`src/rtl/fetch_pkg.sv`:
```
// Shared definitions for the instruction-fetch stage: IF/ID bundle layout and FSM encoding.
// Latency: n/a (types, constants and a pure helper function only).
// Backpressure: n/a.
package fetch_pkg;

   localparam int BUNDLE_W  = 69;

   // IF/ID bundle field offsets
   localparam int INPORT_HI = 68;
   localparam int INPORT_LO = 53;
   localparam int ADDR_HI   = 52;
   localparam int ADDR_LO   = 21;
   localparam int INSTR_HI  = 20;
   localparam int INSTR_LO  = 5;
   localparam int INT_BIT   = 4;
   localparam int IMMW_BIT  = 3;
   localparam int VALID_BIT = 2;

   // Fetch FSM: FETCH issues opcode words, IMM issues the trailing immediate word
   typedef enum logic {
      FETCH = 1'b0,
      IMM   = 1'b1
   } fetch_state_t;

   // IF/ID bundle as seen by decode; field order matches the offsets above
   typedef struct packed {
      logic [15:0] inport;
      logic [31:0] next_pc;
      logic [15:0] instr;
      logic        intr;
      logic        immw;
      logic        valid;
      logic [1:0]  rsvd;
   } if_id_t;

   // Assemble a valid bundle; reserved bits are always zero
   function automatic if_id_t build_bundle(
      input logic [15:0] inport,
      input logic [31:0] next_pc,
      input logic [15:0] instr,
      input logic        intr,
      input logic        immw
   );
      if_id_t b;
      b.inport  = inport;
      b.next_pc = next_pc;
      b.instr   = instr;
      b.intr    = intr;
      b.immw    = immw;
      b.valid   = 1'b1;
      b.rsvd    = 2'b00;
      return b;
   endfunction

endpackage

```
`src/rtl/fetch_stage_pc_register.sv`:
```
// Program counter register with load, increment and hold; also exposes PC+1 combinationally.
// Latency: new value visible one cycle after the controlling edge; pc_plus1 is combinational.
// Backpressure: hold when neither load nor inc is asserted (caller maps stall/flush to hold).
module pc_register #(
   parameter logic [31:0] RESET_VAL = 32'h0000_0000
) (
   input  logic        clk,
   input  logic        rst_n,
   input  logic        load,
   input  logic [31:0] load_val,
   input  logic        inc,
   output logic [31:0] pc,
   output logic [31:0] pc_plus1
);

   logic [31:0] pc_q;

   // 32-bit increment wraps silently from all-ones to zero
   assign pc_plus1 = pc_q + 32'd1;
   assign pc       = pc_q;

   // PC update: reset beats load beats increment; otherwise hold
   always_ff @(posedge clk) begin
      if (!rst_n) begin
         pc_q <= RESET_VAL;
      end else if (load) begin
         pc_q <= load_val;
      end else if (inc) begin
         pc_q <= pc_plus1;
      end
   end

endmodule

```
`src/rtl/fetch_stage.sv`:
```
// Instruction fetch: owns the PC, reads imem, registers the 69-bit IF/ID bundle for decode.
// Latency: one cycle from ImemAddr to Out; a branch costs one bubble before the target word.
// Backpressure: Stall holds PC, bundle and FSM in the same cycle; Flush/Branch insert a bubble.
module fetch_stage
   import fetch_pkg::*;
#(
   parameter logic [31:0] RESET_PC = 32'h0000_0000,
   parameter logic [1:0]  IMM_OPC  = 2'b11
) (
   input  logic                Clk,
   input  logic                Rst,
   input  logic                Stall,
   input  logic                Flush,
   input  logic                Branch,
   input  logic [31:0]         BranchTarget,
   input  logic [15:0]         InPort,
   input  logic                Interrupt,
   input  logic [15:0]         ImemData,
   output logic [31:0]         ImemAddr,
   output logic [BUNDLE_W-1:0] Out
);

   logic [31:0]  pc;
   logic [31:0]  pc_plus1;
   logic         advance;
   logic         int_flag;
   logic         int_latch_q;
   fetch_state_t state_q;
   if_id_t       out_q;

   // A word is consumed only on an undisturbed cycle; branch loads instead
   assign advance  = !Branch && !Flush && !Stall;

   // A pending request or one arriving this cycle can ride on the next opcode word
   assign int_flag = int_latch_q | Interrupt;

   assign ImemAddr = pc;
   assign Out      = out_q;

   pc_register #(
      .RESET_VAL (RESET_PC)
   ) u_pc (
      .clk      (Clk),
      .rst_n    (Rst),
      .load     (Branch),
      .load_val (BranchTarget),
      .inc      (advance),
      .pc       (pc),
      .pc_plus1 (pc_plus1)
   );

   // Fetch FSM with registered IF/ID bundle and interrupt latch
   always_ff @(posedge Clk) begin
      if (!Rst) begin
         state_q     <= FETCH;
         out_q       <= '0;
         int_latch_q <= 1'b0;
      end else if (Branch || Flush) begin
         // Bubble; any half-fetched two-word instruction is abandoned
         state_q     <= FETCH;
         out_q       <= '0;
         int_latch_q <= int_flag;
      end else if (Stall) begin
         int_latch_q <= int_flag;
      end else begin
         case (state_q)
            FETCH: begin
               out_q       <= build_bundle(InPort, pc_plus1, ImemData, int_flag, 1'b0);
               // The request is delivered with this word, so nothing remains pending
               int_latch_q <= 1'b0;
               state_q     <= (ImemData[15:14] == IMM_OPC) ? IMM : FETCH;
            end
            IMM: begin
               // Immediate words never carry an interrupt; keep it for the next opcode
               out_q       <= build_bundle(InPort, pc_plus1, ImemData, 1'b0, 1'b1);
               int_latch_q <= int_flag;
               state_q     <= FETCH;
            end
            default: begin
               out_q       <= '0;
               int_latch_q <= int_flag;
               state_q     <= FETCH;
            end
         endcase
      end
   end

endmodule

```
`config.mk`:
```
export PLATFORM = sky130hd
export DESIGN_NAME = fetch_stage
export DESIGN_NICKNAME = d
export VERILOG_FILES = /design/src/rtl/fetch_pkg.sv /design/src/rtl/fetch_stage_pc_register.sv /design/src/rtl/fetch_stage.sv
export SDC_FILE = /design/constraint.sdc
export NUM_CORES = 1
export LEC_CHECK = 0
export ABC_AREA = 1
export BUFFER_PORTS_ARGS = -buffer_cell sky130_fd_sc_hd__buf_2
export CAP_MARGIN = 20
export CORE_UTILIZATION = 54
export CTS_CLUSTER_DIAMETER = 40
export DETAILED_ROUTE_END_ITERATION = 10
export HOLD_SLACK_MARGIN = 0.05
export PLACE_DENSITY = 0.91
export REMOVE_ABC_BUFFERS = 1
export SLEW_MARGIN = 10
export SYNTH_ARGS = -nofsm -noshare
export SYNTH_HDL_FRONTEND = slang
export SYNTH_SLANG_ARGS = --single-unit
```
`constraint.sdc`:
```
create_clock -name Clk -period 4.9 [get_ports Clk]
set_clock_uncertainty 0.2 [all_clocks]
set_input_delay 0 -clock Clk [delete_from_list [all_inputs] [get_ports Clk]]
set_output_delay 0 -clock Clk [all_outputs]
set_load 0.02 [all_outputs]
```
Word-level counts from Yosys, hierarchy flattened
Cells that the tools add are included.

operators by class
  bitwise logic cells = 3
  multiplexer cells = 8
  equal/unequal tests = 1
  add/sub/neg operators = 1
  reduce and logical (&&, ||, !) cells = 8

operators with widths
  kind                                                              count
  69-bit case mux with 2 select lines                               1
  32-bit 2-to-1 mux                                                 2
  32-bit by 1-bit adder with 32-bit output (second input constant)  1
  1-bit case mux with 2 select lines                                2
  1-bit zero test                                                   3
  1-bit 2-to-1 mux                                                  3
  2-bit == test (second input constant)                             1
  1-bit logical AND                                                 2
  1-bit NOT                                                         2
  2-bit nonzero test                                                1
  2-bit OR reduction                                                1
  1-bit logical OR                                                  1
  1-bit OR                                                          1

word-level totals
  bits of input ports = 70
  register bits = 103

Longest topological paths before layout
Gate-level depths: netlist of run 1.

  depth in word-level cells = 5
  depth in mapped cells = 10

By module
From an unflattened synthesis of run 1, not the netlist that was laid out.

second synthesis, totals
  cell total of the unflattened synthesis = 658
  area total of the unflattened synthesis = 4790.8 sq um

by module, submodules not included
  module       area each (sq um)  cells an instance  times used  seq. area each (sq um)
  fetch_stage  2578.7             311                1           1381.3
  pc_register  2212.1             347                1           640.6

Worst setup path before layout of run 1
Ideal clock, no wire load.

  path type = register to register
  start point = register u_pc.pc_q[0] (netlist: u_pc.pc[0])
  end point = register out_q, in the netlist Out[41]
  clock period less this slack = 1.882 ns
  path slack = 3.018 ns
  stages on the path, launching flop included = 11
  arrival = 1.569 ns
  library setup time = 0.113 ns
  required time = 4.587 ns
  buffers on the path = 0
  cells stage by stage = dfxtp_1 -> ha_1 -> nand2_2 -> nor2_8 -> nand2_8 -> nor2_8 -> nand2_1 -> nand2_1 -> nand2_1 -> o21ai_1 -> inv_1

between the ends
  longest elaborated chain between the ends = 2

ends and longest elaborated chain
  element                                   RTL line                       RTL
  start: declaration                        fetch_stage_pc_register.sv:16  logic [31:0] pc_q;
  start signal: assignment                  fetch_stage_pc_register.sv:27  pc_q <= load_val;
  start signal: assignment                  fetch_stage_pc_register.sv:29  pc_q <= pc_plus1;
  32-bit by 1-bit adder with 32-bit output  fetch_stage_pc_register.sv:19  assign pc_plus1 = pc_q + 32'd1;
  69-bit case mux with 2 select lines       fetch_stage.sv:66              case (state_q)
  end signal: assignment                    fetch_stage.sv:68              out_q <= build_bundle(InPort, pc_plus1, ImemData, int_flag, 1'b0);
  end signal: assignment                    fetch_stage.sv:75              out_q <= build_bundle(InPort, pc_plus1, ImemData, 1'b0, 1'b1);
  end: declaration                          fetch_stage.sv:29              if_id_t out_q;

Every way passes these cells. The select of a mux whose other input is x is not followed.
A chain may end at the register's enable or synchronous reset.

Worst setup path in the final report of run 1
  start point = input Rst
  end point = register out_q, in the netlist Out[50]

between the ends
  longest elaborated chain between the ends = 2

ends and longest elaborated chain
  element                              RTL line           RTL
  start: declaration                   fetch_stage.sv:11  input logic Rst,
  1-bit NOT (no source line)           n/a
  2-bit OR reduction (no source line)  n/a

Every way passes these cells.

==> impl_metrics.csv, run 1 <==
group,metric,value,unit
run_status,status,"finished, final reports clean",
clock_tree,clock_sinks,101,
sta,fin_crit,2.58,ns
critical_path,cp-end-kind,"flop",
synthesis,syn_inst,679,
final_layout,drive_gt1_share,25.0,%
sta,setup_viol,0,
final_layout,fin_nets,979,
clock_tree,clk-insertion-delay-late,0.37,ns
synthesis,avgSynthCellArea,7.13,sq um
global_routing,grt_use_total,30.3,%
placed_design,hpwl,8.64,mm
power_and_ir_drop,p_comb_share,16.1,%
critical_path,rr_worst_depth,9,
synthesis,ys_seq_area_share,41.8,%
placed_design,dpl_cell_area,5660,sq um
route,vias,5229,
floorplanning,dieArea,9350,sq um
synthesis,synth-seq-cells,101,
placed_design,place_inst,922,
floorplanning,initial_core_util,55.5,%
final_layout,synthToLayoutAreaGrowth,38.9,%
sta,rsz0062_at_grt,"false",
synthesis,yosys_warnings,0,
placed_design,portBuffers,168,
clock_tree,clk_pin_slew,0.10,ns
global_routing,antenna_found_initial,0,
clock_tree,cts_setup_buffers,0,
critical_path,crit_fanout,59,
critical_path,slowest_stage,"inv_2",
sta,drv_slew,0,
floorplanning,fp.dieH,96.7,um
route,route.detailed.drc,0,
sta,final.setup.tns,0,ns
final_layout,diodes,0,
route,top_layer,"met4",
critical_path,start_kind,"primary input",
hold_path,worst_hold_path.num_cells,4,
global_routing,grt_max_degree,75,
route,drt_iter0_drc,291,
critical_path,path_cells,"dlygate4sd3_1, buf_2, inv_1, nor2_4, inv_2, nor2_1, o21ai_1, inv_1",
final_layout,final_area,6730,sq um
sta,post-route-period-util,52.7,%
clock_tree,cts-root-buf,"clkbuf_8",
critical_path,reg2reg_from,"u_pc.pc[0]",
run,maxCapViolCount,0,
sta,hold_viol_final,0,
power_and_ir_drop,intPower,1320,uW
hold_path,hp-start,"Stall",
critical_path,path_class,"in2reg",
floorplanning,dieWidth,96.7,um
power_and_ir_drop,leakage,0.00337,uW
sta,whs,0.0734,ns
clock_tree,htree_levels,3,
floorplanning,fp-row-count,34,
global_routing,grt_pass1_vias,4976,
power_and_ir_drop,total_power,1790,uW
floorplanning,boundaryPins,171,
critical_path,worst_r2r_endpoint,"u_pc.pc[6]",
critical_path,r2r_setup_slack,2.48,ns
power_and_ir_drop,ir_drop,0.184,mV
route,avgViaCountPerCell,5.13,
global_routing,grt_pass1_wl,23.4,mm
clock_tree,cts_tree,"built",
route,ant_nets,0,
route,wl_per_cell,13.7,um
route,wl_met2,6.92,mm
hold_path,min_to,"Out[67]",
global_routing,grt.overflow.total,0,
route,wl_met3,869,um
power_and_ir_drop,pwr-share-seq,49.4,%
clock_tree,cts_resized,0,
floorplanning,core,8720,sq um
synthesis,ys_types,36,
power_and_ir_drop,switching_share,26.4,%
route,routed_wl,14.0,mm
critical_path,cpMostUsedCell,"inv_1",
critical_path,cp.required,4.97,ns
power_and_ir_drop,power_switching,473,uW
critical_path,cpPeakStageDelay,0.77,ns
sta,slew-limit-headroom,31.0,%
placed_design,gp_congestion,0.900,
clock_tree,cts_made_buffers,9,
power_and_ir_drop,power_density,266,nW/um^2
critical_path,cp_num_buf_inv,5,
sta,tightestPinTransition,1.03,ns
final_layout,finalNonFillerCells,1020,
synthesis,syn-cell-area,4840,sq um
power_and_ir_drop,pwr-share-clk,34.5,%
critical_path,crit_arrival,2.65,ns
route,wl_met1,5.80,mm
sta,fmax,387,MHz
hold_path,worstHoldPathType,"in2reg",
clock_tree,clockBufferDepth,2,
critical_path,cp_top_family,"buffers and inverters",
route,dr.pass1.iters,5,
clock_tree,hold_buffers,83,
worst max-delay path by stage:
stage,start,endpoint,slack [ns],depth (start not counted)
6_report,Rst,Out[50],2.32,8
5_1_grt,Rst,Out[34],2.13,8
4_1_cts,Rst,Out[47],2.40,8
3_5_place_dp,Rst,Out[47],2.56,7
3_3_place_gp,Rst,Out[42],2.64,7
2_1_floorplan,Stall,u_pc.pc[14],2.42,6
kinds of logic (layout without fill, tap and decap cells):
| logic type | Yosys count | after routing | synth area share (%) |
|---|---|---|---|
| fa+ha+maj | 1 | 1 | 0.258 |
| flops | 101 | 101 | 41.8 |
| other cells | 1 | 2 | 0.0774 |
| compound gates | 136 | 136 | 15.7 |
| xor+xnor | 13 | 13 | 2.66 |
| simple gates | 335 | 335 | 31.6 |
| buf+inv | 92 | 324 | 8.01 |
per-layer routing:
layer,GRT usage (%),vias up
met5,0,-
met4,12.2,0
met3,3.76,34
met2,52.6,205
met1,38.1,2362
li1,-,2628
cells in the final DEF (no fill, tap or decap), types with 6 or more instances in the layout:
cell / synthesis / final
nand2_1: 188 / 188
buf_2: 13 / 168
dfxtp_1: 101 / 101
dlygate4sd3_1: 0 / 83
nor2_1: 79 / 79
a21oi_1: 63 / 63
inv_1: 51 / 50
o21ai_0: 26 / 26
nand3_1: 23 / 23
a22oi_1: 17 / 17
o21ai_1: 14 / 14
nor2_2: 10 / 10
clkbuf_8: 0 / 9
o211ai_1: 8 / 8
nand3b_1: 7 / 7
xor2_1: 7 / 7
nand2_2: 6 / 6
inv_2: 5 / 6
synthesized netlist by cell type:
library cell | instances | share of area, %
a211oi_1 | 1 | 0.16
a21oi_1 | 63 | 6.5
a21oi_2 | 1 | 0.18
a22oi_1 | 17 | 2.6
a31oi_1 | 5 | 0.65
and2_1 | 1 | 0.13
buf_1 | 2 | 0.16
buf_2 | 13 | 1.3
buf_4 | 3 | 0.47
buf_6 | 2 | 0.47
clkbuf_1 | 16 | 1.2
conb_1 | 1 | 0.077
dfxtp_1 | 101 | 42
ha_1 | 1 | 0.26
inv_1 | 51 | 4.0
inv_2 | 5 | 0.39
nand2_1 | 188 | 15
nand2_2 | 6 | 0.78
nand2_4 | 2 | 0.47
nand2_8 | 1 | 0.41
nand3_1 | 23 | 2.4
nand3_2 | 2 | 0.41
nand3b_1 | 7 | 1.1
nand4_1 | 2 | 0.26
nor2_1 | 79 | 6.1
nor2_2 | 10 | 1.3
nor2_4 | 4 | 0.93
nor2_8 | 5 | 2.1
o211ai_1 | 8 | 1.2
o21ai_0 | 26 | 2.7
o21ai_1 | 14 | 1.4
o311ai_0 | 1 | 0.18
or2_2 | 5 | 0.65
xnor2_1 | 4 | 0.72
xor2_1 | 7 | 1.3
xor2_2 | 2 | 0.67
power by group through the flow:
stage | Sequential [uW] | Clock [uW] | Combinational [uW]
after floorplan | 929 | 0 | 99.4
after global placement | 900 | 0 | 223
after detailed placement | 901 | 0 | 227
after CTS | 883 | 624 | 282
after global routing | 889 | 664 | 315
final | 884 | 618 | 288
state kept, by name, indices dropped and copies added (netlist names):
name and count:
state_q 1, u_pc.pc 32, Out 67, int_latch_q 1
stage by stage:
stage | utilization, % | setup slack (ns)
after global routing | 77.1 | 2.13
after CTS | 77.1 | 2.40
final | 77.1 | 2.32
after global placement | 64.9 | 2.64
after floorplan | - | 2.42
after detailed placement | 64.9 | 2.56
layout make-up:
| type | count | area [sq um] |
|---|---|---|
| clock buffers | 10 | 128 |
| fillers | 648 | 2000 |
| flip-flops and latches | 101 | 2020 |
| repair buffers | 253 | 1690 |
| clock inverters | 5 | 108 |
| well taps | 108 | 135 |
| inverters | 56 | 210 |
| multi-input cells | 487 | 2440 |
worst reg2reg max path, delay by kind of cell, from the launching register on:
kind | cells | cell delay (ns)
adders and majority gates | 1 | 0.25
buffers and inverters | 1 | 0.58
and+or+nand+nor | 4 | 0.42
DFF | 1 | 0.50
xor gates and xnor gates | 1 | 0.19
AOI/OAI and AO/OA | 2 | 0.16
Power figures use the tool's default switching activity.
==> run 2, diff against run 1 <==
CORE_UTILIZATION = 50   (was 54)
PLACE_DENSITY = 0.85   (was 0.91)
clock period = 2.62 ns   (was 4.9 ns; I/O delays follow)
==> run 2 against run 1 <==
Worst hold slack better by 0.039 ns. Clock-buffer cell count fell by 1. Register-to-register slack worse by 2.3 ns. Critical path depth is 1 higher. Sequential power rose by 88%. Final cell count rose by 2.9%. First-iteration DRC count decreased by 24%. Non-clock buffer count up 8. Sequential share of layout area is 0.28 points lower. Critical path type unchanged. Critical endpoint is now Out[23]. Largest cell class unchanged.
==> impl_metrics.csv, run 2 (synthesis results as in run 1) <==
group,metric,value,unit
power_and_ir_drop,power_density,468,nW/um^2
critical_path,crit_arrival,2.58,ns
power_and_ir_drop,ir_drop,0.388,mV
sta,tightestPinTransition,0.794,ns
global_routing,antenna_found_initial,0,
sta,slew-limit-headroom,47.1,%
route,drt_iter0_drc,222,
floorplanning,boundaryPins,171,
placed_design,portBuffers,168,
final_layout,drive_gt1_share,25.5,%
route,vias,5392,
critical_path,start_kind,"primary input",
critical_path,cpPeakStageDelay,0.77,ns
route,routed_wl,15.0,mm
clock_tree,cts_made_buffers,9,
global_routing,grt.overflow.total,0,
floorplanning,dieWidth,100,um
run_status,status,"finished, final reports clean",
power_and_ir_drop,leakage,0.00340,uW
critical_path,path_class,"in2reg",
power_and_ir_drop,switching_share,30.6,%
placed_design,hpwl,9.00,mm
final_layout,diodes,0,
final_layout,largest_reg_flops,67,
clock_tree,clock_sinks,101,
global_routing,grt_pass1_wl,23.2,mm
route,dr.pass1.iters,5,
route,avgViaCountPerCell,5.14,
sta,fin_crit,2.46,ns
clock_tree,htree_levels,3,
power_and_ir_drop,intPower,2210,uW
critical_path,cpMostUsedCell,"dlygate4sd3_1",
final_layout,finalNonFillerCells,1050,
route,ant_nets,0,
final_layout,mostFrequentLayoutCells,"188 x nand2_1, 168 x buf_2, 101 x dfxtp_1, 86 x dlygate4sd3_1, 79 x nor2_1",
critical_path,cp-end-kind,"flop",
route,route.detailed.drc,0,
clock_tree,cts-root-buf,"clkbuf_8",
route,wl_per_cell,14.3,um
final_layout,regArea,2020,sq um
power_and_ir_drop,power_switching,973,uW
global_routing,grt_use_total,29.3,%
critical_path,cp_num_buf_inv,5,
critical_path,cp.required,2.75,ns
floorplanning,core,9330,sq um
floorplanning,dieArea,10100,sq um
final_layout,nFillCells,728,
placed_design,place_inst,947,
final_layout,fin_nets,987,
sta,setup_viol,0,
global_routing,grt_pass1_vias,4936,
floorplanning,fp.dieH,100,um
sta,post-route-period-util,93.7,%
critical_path,r2r_setup_slack,0.18,ns
global_routing,grt_max_degree,75,
sta,drv_slew,0,
power_and_ir_drop,pwr-share-seq,52.1,%
power_and_ir_drop,pwr-share-clk,30.3,%
final_layout,multi_input_area,2440,sq um
sta,final.setup.tns,0,ns
critical_path,slowest_stage,"dlygate4sd3_1",
clock_tree,cts_tree,"built",
final_layout,layout_commonest_cell,"nand2_1",
critical_path,cp_top_family,"buffers and inverters",
final_layout,synthToLayoutAreaGrowth,40.2,%
floorplanning,fp-row-count,35,
clock_tree,clk_pin_slew,0.11,ns
sta,rsz0062_at_grt,"false",
run,maxCapViolCount,0,
sta,fmax,407,MHz
power_and_ir_drop,total_power,3180,uW
hold_path,worstHoldPathType,"in2reg",
placed_design,gp_congestion,0.913,
clock_tree,clockBufferDepth,2,
power_and_ir_drop,p_comb_share,17.6,%
floorplanning,initial_core_util,51.9,%
clock_tree,cts_setup_buffers,0,
critical_path,path_cells,"dlygate4sd3_1, buf_2, nor2_2, dlygate4sd3_1, inv_2, nor2_4, dlygate4sd3_1, o21ai_0, nor2_1",
clock_tree,clk-insertion-delay-late,0.39,ns
sta,hold_viol_final,0,
critical_path,crit_fanout,9,
## run 2: cell count changes in the layout (fill, tap and decap cells not counted), moves of 2 or more
cell           delta
buf_4             +4
bufinv_16         -3
dlygate4sd3_1     +3
inv_8             +2
## run 2: final timing paths
kind | startpoint | cells past startpoint | end
max | Flush | 9 | Out[23]
min | Branch | 4 | u_pc.pc[28]
max reg2reg | u_pc.pc[0] | 9 | u_pc.pc[6]
min reg2reg | Out[10] | 2 | Out[10]
## run 2: layer usage
metal  wire (um)  up-vias  share of wire (%)  global-route usage [%]
met4         295        2                2.0                    11.7
met1        6180     2481                 41                    34.2
met3        1100       31                7.3                    6.34
li1            -     2645                  -                       -
met5          13        -              0.087                       0
met2        7420      233                 49                    51.9
## run 2: timing repair
action / CTS / global route
resized for setup: 0 / 1
hold buffers: 86 / 0
hold endpoints to repair: 76 / 0
setup endpoints to repair: 0 / 1
## run 2: cell type report
cell class	count	share of cell area [%]
sequential	101	29.8
timing repair buffer	261	26.0
multi-input combinational	487	35.9
tap	129	2.38
inverter	56	3.10
clock buffer	9	1.82
clock inverter	7	1.01
## run 2: power groups by stage
stage                     Clock, uW  Combinational [uW]  Sequential [uW]
final                           964                 561             1660
after global routing           1030                 608             1660
after CTS                       974                 544             1650
after detailed placement          0                 435             1690
after global placement            0                 429             1690
after floorplan                   0                 186             1740
## run 2: stage by stage
step | setup slack [ns] | hold slack, ns | util [%] | area (sq um)
floorplan | 0.136 | -0.0882 | - | 4670
global placement | 0.794 | 0.0522 | 61.3 | 5720
detailed placement | 0.735 | 0.0555 | 61.3 | 5720
CTS | 0.232 | 0.0696 | 72.6 | 6770
global route | 0.0601 | 0.151 | 72.8 | 6790
finish | 0.164 | 0.112 | 72.8 | 6790
## run 2: worst min-delay path, stage by stage
cell and delay, ns:
buf_2 0.13, buf_4 0.24, a22oi_1 0.20, a21oi_1 0.08
